File: src/rtl/ram_delay_line_if.sv
// Sample-stream and latency-configuration bundle for ram_delay_line.
// The master drives samples and configuration; the slave returns the delayed stream and status.
interface ram_delay_line_if #(
    parameter int unsigned DATA_WIDTH = 10,
    parameter int unsigned NUM_CH     = 1,
    parameter int unsigned ADDR_WIDTH = 8
);
    localparam int unsigned BUS_W = DATA_WIDTH * NUM_CH;

    logic                  ce;
    logic [BUS_W-1:0]      din;
    logic                  flush;
    logic                  cfg_load;
    logic [ADDR_WIDTH-1:0] cfg_latency;
    logic [ADDR_WIDTH-1:0] cur_latency;
    logic                  cfg_err;
    logic                  primed;
    logic [BUS_W-1:0]      dout;
    logic                  dout_valid;

    modport master (
        output ce, din, flush, cfg_load, cfg_latency,
        input  cur_latency, cfg_err, primed, dout, dout_valid
    );

    modport slave (
        input  ce, din, flush, cfg_load, cfg_latency,
        output cur_latency, cfg_err, primed, dout, dout_valid
    );
endinterface

File: src/rtl/ram_delay_line.sv
// Block-RAM delay line with programmable latency, priming status, flush and safe latency reload.
// The write pointer free-runs; the read address trails it by the active latency.
module ram_delay_line #(
    parameter int unsigned DATA_WIDTH      = 10,
    parameter int unsigned NUM_CH          = 1,
    parameter int unsigned ADDR_WIDTH      = 8,
    parameter int unsigned DEFAULT_LATENCY = 20,
    parameter int unsigned OUT_REG         = 0
) (
    input  logic              clk,
    input  logic              arst,
    ram_delay_line_if.slave   bus
);
    localparam int unsigned BUS_W = DATA_WIDTH * NUM_CH;
    localparam int unsigned DEPTH = 1 << ADDR_WIDTH;

    logic [BUS_W-1:0]      mem_q [DEPTH];
    logic [ADDR_WIDTH-1:0] wptr_q, wptr_d;
    logic [ADDR_WIDTH-1:0] fill_q, fill_d;
    logic [ADDR_WIDTH-1:0] lat_q, lat_d;
    logic                  primed_q, primed_d;
    logic                  err_q, err_d;
    logic [BUS_W-1:0]      rd_data_q;
    logic                  rd_valid_q;
    logic                  reprime_c;
    logic                  re_c;
    logic [ADDR_WIDTH-1:0] raddr_c;

    assign reprime_c = bus.flush | bus.cfg_load;
    // The sample on a reload/flush cycle is stored but its read is dropped.
    assign re_c      = bus.ce & primed_q & ~reprime_c;
    assign raddr_c   = wptr_q - lat_q;

    // Next-state for pointer, fill counter, latency and status.
    always_comb begin
        wptr_d   = wptr_q;
        fill_d   = fill_q;
        lat_d    = lat_q;
        primed_d = primed_q;
        err_d    = 1'b0;
        if (bus.ce) begin
            wptr_d = wptr_q + ADDR_WIDTH'(1);
        end
        if (bus.cfg_load) begin
            lat_d = (bus.cfg_latency == '0) ? ADDR_WIDTH'(1) : bus.cfg_latency;
            err_d = (bus.cfg_latency == '0);
        end
        if (reprime_c) begin
            fill_d   = '0;
            primed_d = 1'b0;
        end else if (bus.ce && !primed_q) begin
            fill_d   = fill_q + ADDR_WIDTH'(1);
            primed_d = (fill_d == lat_q);
        end
    end

    always_ff @(posedge clk or posedge arst) begin
        if (arst) begin
            wptr_q   <= '0;
            fill_q   <= '0;
            lat_q    <= ADDR_WIDTH'(DEFAULT_LATENCY);
            primed_q <= 1'b0;
            err_q    <= 1'b0;
        end else begin
            wptr_q   <= wptr_d;
            fill_q   <= fill_d;
            lat_q    <= lat_d;
            primed_q <= primed_d;
            err_q    <= err_d;
        end
    end

    // Sample storage; contents are never reset, reads are gated by priming.
    always_ff @(posedge clk) begin
        if (bus.ce) begin
            mem_q[wptr_q] <= bus.din;
        end
    end

    // Read register doubles as the masked/held output stage.
    always_ff @(posedge clk or posedge arst) begin
        if (arst) begin
            rd_data_q  <= '0;
            rd_valid_q <= 1'b0;
        end else begin
            rd_valid_q <= re_c;
            if (re_c) begin
                rd_data_q <= mem_q[raddr_c];
            end
        end
    end

    generate
        if (OUT_REG != 0) begin : g_out_reg
            logic [BUS_W-1:0] out_data_q;
            logic             out_valid_q;

            always_ff @(posedge clk or posedge arst) begin
                if (arst) begin
                    out_data_q  <= '0;
                    out_valid_q <= 1'b0;
                end else begin
                    out_valid_q <= rd_valid_q;
                    if (rd_valid_q) begin
                        out_data_q <= rd_data_q;
                    end
                end
            end

            assign bus.dout       = out_data_q;
            assign bus.dout_valid = out_valid_q;
        end else begin : g_no_out_reg
            assign bus.dout       = rd_data_q;
            assign bus.dout_valid = rd_valid_q;
        end
    endgenerate

    assign bus.cur_latency = lat_q;
    assign bus.cfg_err     = err_q;
    assign bus.primed      = primed_q;
endmodule

File: src/flat_wrapper.sv
// flat-port wrapper written by rule: the top's interface ports become plain ports
module ram_delay_line_flat 
#(
    parameter int unsigned DATA_WIDTH      = 10,
    parameter int unsigned NUM_CH          = 1,
    parameter int unsigned ADDR_WIDTH      = 8,
    parameter int unsigned DEFAULT_LATENCY = 20,
    parameter int unsigned OUT_REG         = 0
)
  (clk, arst, bus_ce, bus_din, bus_flush, bus_cfg_load, bus_cfg_latency, bus_cur_latency, bus_cfg_err, bus_primed, bus_dout, bus_dout_valid);
  ram_delay_line_if #(.DATA_WIDTH(DATA_WIDTH), .NUM_CH(NUM_CH), .ADDR_WIDTH(ADDR_WIDTH)) bus_i ();
  input  logic clk;
  input  logic arst;
  input wire logic [$bits(bus_i.ce)-1:0] bus_ce;
  input wire logic [$bits(bus_i.din)-1:0] bus_din;
  input wire logic [$bits(bus_i.flush)-1:0] bus_flush;
  input wire logic [$bits(bus_i.cfg_load)-1:0] bus_cfg_load;
  input wire logic [$bits(bus_i.cfg_latency)-1:0] bus_cfg_latency;
  output wire logic [$bits(bus_i.cur_latency)-1:0] bus_cur_latency;
  output wire logic [$bits(bus_i.cfg_err)-1:0] bus_cfg_err;
  output wire logic [$bits(bus_i.primed)-1:0] bus_primed;
  output wire logic [$bits(bus_i.dout)-1:0] bus_dout;
  output wire logic [$bits(bus_i.dout_valid)-1:0] bus_dout_valid;
  assign bus_i.ce = bus_ce;
  assign bus_i.din = bus_din;
  assign bus_i.flush = bus_flush;
  assign bus_i.cfg_load = bus_cfg_load;
  assign bus_i.cfg_latency = bus_cfg_latency;
  assign bus_cur_latency = bus_i.cur_latency;
  assign bus_cfg_err = bus_i.cfg_err;
  assign bus_primed = bus_i.primed;
  assign bus_dout = bus_i.dout;
  assign bus_dout_valid = bus_i.dout_valid;
  ram_delay_line #(.DATA_WIDTH(DATA_WIDTH), .NUM_CH(NUM_CH), .ADDR_WIDTH(ADDR_WIDTH), .DEFAULT_LATENCY(DEFAULT_LATENCY), .OUT_REG(OUT_REG)) u_core (.clk(clk), .arst(arst), .bus(bus_i));
endmodule
File: config.mk
export PLATFORM = sky130hd
export DESIGN_NAME = ram_delay_line_flat
export DESIGN_NICKNAME = d
export VERILOG_FILES = /design/src/rtl/ram_delay_line_if.sv /design/src/rtl/ram_delay_line.sv /design/src/flat_wrapper.sv
export SDC_FILE = /design/constraint.sdc
export NUM_CORES = 2
export LEC_CHECK = 0
export CAP_MARGIN = 40
export CORE_MARGIN = 1.5
export CORE_UTILIZATION = 30
export DETAILED_ROUTE_END_ITERATION = 7
export MAX_ROUTING_LAYER = met4
export PLACE_DENSITY = 0.53
export SYNTH_ARGS = -nofsm -noshare
export SYNTH_HDL_FRONTEND = slang
export SYNTH_SLANG_ARGS = --single-unit
File: constraint.sdc
create_clock -name clk -period 5.25 [get_ports clk]
set_input_delay 1.575 -clock clk [delete_from_list [all_inputs] [get_ports clk]]
set_output_delay 1.575 -clock clk [all_outputs]
set_load 0.1 [all_outputs]
After elaboration in Yosys (flattened, before gate mapping)
Memories as Yosys holds them, arrays and structs flattened. A register that Yosys moved wholly into a read port is not among the register bits.
Index checks and enable logic that the tools add are counted.
{"block": "totals", "ff_bits": 27, "mem_bits_rw": 2560, "input_bits": 23, "output_inout_bits": 21, "mem_count": 1}
{"block": "op_classes", "add_sub_neg": 3, "n_eq_ne": 1, "muxes": 8, "n_bitwise": 4, "n_reduce_logical": 4}
{"memory": "u_core.mem_q", "depth": 256, "width": 10, "rd": 1, "rd_clocked_by_memory_dff": 1, "wr": 1, "line": "ram_delay_line.sv:17", "source": "logic [BUS_W-1:0] mem_q [DEPTH];"}
{"op": "2-to-1 mux 8 bit", "n": 3}
{"op": "adder 8 x 1 -> 8 bit, second input constant", "n": 2}
{"op": "== test 8 bit", "n": 1}
{"op": "logical NOT 8 bit", "n": 1}
{"op": "subtractor 8 bit", "n": 1}
{"op": "2-to-1 mux 1 bit", "n": 5}
{"op": "bitwise AND 1 bit", "n": 2}
{"op": "nonzero test 2 bit", "n": 1}
{"op": "logical AND 1 bit", "n": 1}
{"op": "logical NOT 1 bit", "n": 1}
{"op": "inverter 1 bit", "n": 1}
{"op": "bitwise OR 1 bit", "n": 1}

Logic depth before layout (Yosys ltp)
{"block": "depth", "word_depth": 4, "ltp_mapped": 15, "mapped_depth_nobuf": 11}

Worst setup path before layout
Ideal clock, no wire load.
{"block": "synth_path", "path_type": "reg2reg", "from": "register u_core.lat_q[0], in the netlist u_core.bus.cur_latency[0]", "to": "register u_core.rd_data_q[2], in the netlist u_core.bus.dout[2], read port of u_core.mem_q", "setup_ps": 144, "t_arrival_ps": 3714, "required_ps": 5106, "setup_slack_ps": 1391, "path_stages_with_launch": 15, "n_path_buf": 5, "period_less_slack_ps": 3859, "cell_sequence": "dfrtp_1 -> ha_1 -> fa_1 -> buf_4 -> buf_4 -> buf_2 -> buf_2 -> clkbuf_1 -> mux4_2 -> nand2_1 -> nand3_1 -> nand3_1 -> nand2_1 -> a221oi_1 -> o221ai_1"}
{"block": "synth_via", "elab_chain_len": 1}
{"item": "from (decl)", "line": "ram_delay_line.sv:20", "source": "logic [ADDR_WIDTH-1:0] lat_q, lat_d;"}
{"item": "from (signal assigned)", "line": "ram_delay_line.sv:61", "source": "lat_q <= ADDR_WIDTH'(DEFAULT_LATENCY);"}
{"item": "from (signal assigned)", "line": "ram_delay_line.sv:67", "source": "lat_q <= lat_d;"}
{"item": "subtractor 8 bit", "line": "ram_delay_line.sv:32", "source": "assign raddr_c = wptr_q - lat_q;"}
{"item": "to (decl)", "line": "ram_delay_line.sv:23", "source": "logic [BUS_W-1:0] rd_data_q;"}
No other way between the ends.
A chain may end at the register's enable or synchronous reset.

Worst setup path in the final report
{"block": "layout_path", "from": "register u_core.wptr_q[0]", "to": "register u_core.rd_data_q[0], in the netlist u_core.bus.dout[0], read port of u_core.mem_q"}
{"block": "layout_via", "elab_chain_len": 1}
{"item": "from (decl)", "line": "ram_delay_line.sv:18", "source": "logic [ADDR_WIDTH-1:0] wptr_q, wptr_d;"}
{"item": "from (signal assigned)", "line": "ram_delay_line.sv:65", "source": "wptr_q <= wptr_d;"}
{"item": "subtractor 8 bit", "line": "ram_delay_line.sv:32"}
No other way between the ends.

==> out/metrics.cfg <==
[run_status]
status=finished clean

[synth]
synth_nets=4619
synth_cell_types=61
synth_seq_cells=2597
synth_seq_area_share=0.771
yosysTopAreaCellShare=0.762
async_reset_ff_frac=0.0142
syn_area_um2=101000
synthAdderAreaFrac=0.00181
synth.avg_cell_area_um2=22.0
synth-xor-area-share=0.00226
postSynthCellCount=4582
synthFlopType=edfxtp_1
synth_top_area_cell=edfxtp_1
synth_top_family_by_area=multiplexers
yosys-mux-area-fraction=0.169
synth_edf_count=2560
synth_area_leaders=edfxtp_1 76%, mux4_2 16%, nor2_1 1.1%
synth-simple-area-share=0.0317
synth_compound_area_frac=0.0114
ys_warn_count=0

[layout]
nets=5190
areaGrowthSynthToFinish_pct=18.4
drive_above_1_share=0.312
utilization=0.358

[floorplan]
fp.dieW_um=583
die_y_um=583
start_util=0.302
ioPinCount=44
dieArea_um2=340000
core_area_um2=334000
rows=212

[cts]
h-tree-depth=5
cts_sinks=2597
cts_resized=0
postCtsSetupBuffers=0
cts_tree=built
cts.clk_slew.worst_paths_ns=0.06
ctsHoldBuffers=0
clock_latency_ns=0.87
cts_max_path_buffers=4
clockRootBuffer=clkbuf_16
cts_buffers=288

[power]
power_frac_seq=0.331
peakVddDrop_v=0.000483
p_clk_frac=0.279
power_density_nw_per_um2=585
swShare=0.346
p_leak_nw=37.6
internal-power_w=0.0457
combPwrFrac=0.391
p_switching_w=0.0242

[routing]
routedWlPerCell_um=28.0
num_vias=49400
ant_nets=0
drt_pass1_iterations=5
drt-total-wl_um=274000
drtIter0Drc=5586
drc=0
vias_per_cell=5.06

[grt]
grt_max_degree=149
track_usage=0.164
grt_pass1_wl_um=387000
antenna_found_initial=14
grt-ovfl-total=0
grt_pass1_vias=50200

[sta]
fin_ws_ns=0.360
fin_tns_setup_ns=0
finalMaxSlewViolations=0
max_freq_ghz=0.205
fin_crit_sh=0.931
grt_setup_unrepaired=no
relSlewSlack=0.190
worst_pin_slew_ns=1.21
post-route-min-period_ns=4.89
hold_viol=0
setup_viol=0
skew_ns=0.0742

[critical_path]
cp-end-kind=flip-flop
slowest_delay_ns=1.01
critPathArrivalTime_ns=5.61
cp_common_cell=a21oi_1
r2r_setup_slack_ns=0.36
path_cells=inv_1, ha_1, fa_4, nand2b_1, a21oi_1, xor2_4, nand2_1, a2111oi_0, nor4_1, a21oi_1, o2111ai_1
crit_buf_inv=1
crit_fanout=15
critical-path-slowest-cell=a2111oi_0
worstSetupStartpointType=flip-flop
crit_required_ns=5.97
critical-path-top-delay-family=compound AO/OA/AOI/OAI gates
crit_type=reg -> reg

[placed_design]
place.gp.congestion=0.829
pre_cts_ws_ns=0.403
io_buffers=43
post-dp-hpwl_um=172000

[flow_run]
max_cap_violations=0

[min_path]
hold_path.class=reg -> reg

## cell usage in the layout, fill, tap and decap left out, types with 10 or more instances in the layout
cell,instances
edfxtp_1,2560
a2111oi_0,14
buf_4,416
xor2_1,13
ha_1,12
dfrtp_1,35
mux2i_1,35
nor2_1,288
inv_1,11
clkdlybuf4s50_1,33
clkbuf_16,291
clkbuf_1,55
buf_12,50
inv_6,10
clkinv_2,41
nand2_2,15
bufinv_16,23
nand2_1,247
clkinv_1,61
nor3_1,10
nand4_1,13
a311oi_1,18
mux4_2,736
o211ai_1,14
buf_8,27
nand3_1,82
o21ai_0,14
a21oi_1,13
buf_16,14
xnor2_1,11
and3_1,32
o22ai_1,18
nor4_1,10
## registers in the layout, summed over array words and instances, names as in the netlist
| signal | cells |
|---|---|
| u_core.mem_q | 2560 |
| u_core.bus.dout | 10 |
| u_core.bus.cur_latency | 8 |
| u_core.fill_q | 8 |
| u_core.wptr_q | 8 |
| u_core.bus.cfg_err | 1 |
| u_core.bus.dout_valid | 1 |
| u_core.bus.primed | 1 |
## logic make-up (layout without fill, tap and decap cells)
kind of cell / Yosys count / count (layout)
mux: 778 / 778
xor+xnor: 26 / 26
other cells: 0 / 4
buf+inv: 273 / 1055
fa+ha+maj: 14 / 14
flops: 2597 / 2597
simple gates: 744 / 744
compound gates: 150 / 150
## routing by layer
metal | vias to the layer above | global-route usage | routed length, µm | part of all wire
met2 | 1680 | 0.256 | 131000 | 0.48
met4 | 0 | 0.0413 | 7030 | 0.026
met5 | - | - | 0 | 0
met3 | 357 | 0.0259 | 17700 | 0.065
met1 | 27000 | 0.224 | 118000 | 0.43
li1 | 20400 | - | - | -
## worst reg2reg max path, stage by stage (launching register included)
cell	delay, ns
dfrtp_1	0.42
inv_1	0.15
ha_1	0.23
fa_4	0.44
nand2b_1	0.29
a21oi_1	0.61
xor2_4	0.61
nand2_1	0.56
a2111oi_0	1.01
nor4_1	0.15
a21oi_1	0.19
o2111ai_1	0.11
## synthesized netlist by cell type (32+ instances only)
| library cell | instances |
|---|---|
| clkbuf_1 | 117 |
| nor2_1 | 289 |
| edfxtp_1 | 2560 |
| buf_2 | 83 |
| mux2i_1 | 35 |
| and3_1 | 32 |
| mux4_2 | 736 |
| buf_4 | 39 |
| nand3_1 | 82 |
| dfrtp_1 | 35 |
| nand2_1 | 263 |
## layout make-up
cell class,instances,area (µm²)
Inverter,12,45.0
Clock buffer,346,7490
Tap cell,4387,5490
Fill cell,30600,214000
Timing Repair Buffer,542,5260
Clock inverter,155,1490
Multi-Input combinational cell,1712,21900
Antenna cell,4,10.0
Sequential cell,2597,77800
## path summary, 6_finish.rpt
check,startpoint,endpoint,depth (start not counted)
hold / removal,u_core.wptr_q[0],u_core.wptr_q[0],1
max in group asynchronous,arst,u_core.wptr_q[5],3
setup / recovery,u_core.wptr_q[0],u_core.bus.dout[0],11
min in group asynchronous,arst,u_core.bus.dout_valid,2
setup reg to reg,u_core.wptr_q[0],u_core.bus.dout[0],11
hold reg to reg,u_core.wptr_q[0],u_core.wptr_q[0],1
## metrics by stage
step           hold WS [ns]  std cells  total power, W  instance area, µm²
4_1_cts               0.553       9750          0.0707              119000
3_3_place_gp          0.547       9214          0.0510              110000
6_report              0.552       9755          0.0699              119000
3_5_place_dp          0.548       9249          0.0512              110000
2_1_floorplan         0.504       4582          0.0400              101000
5_1_grt               0.573       9752          0.0724              119000
## power by group through the flow
stage               sequential, W  clock [W]  combinational (W)
floorplan                  0.0236          0             0.0164
global placement           0.0235          0             0.0275
global route               0.0231     0.0206             0.0287
detailed placement         0.0235          0             0.0276
finish                     0.0231     0.0195             0.0273
CTS                        0.0231     0.0199             0.0277
No activity file was read; power rests on OpenSTA's default activity.
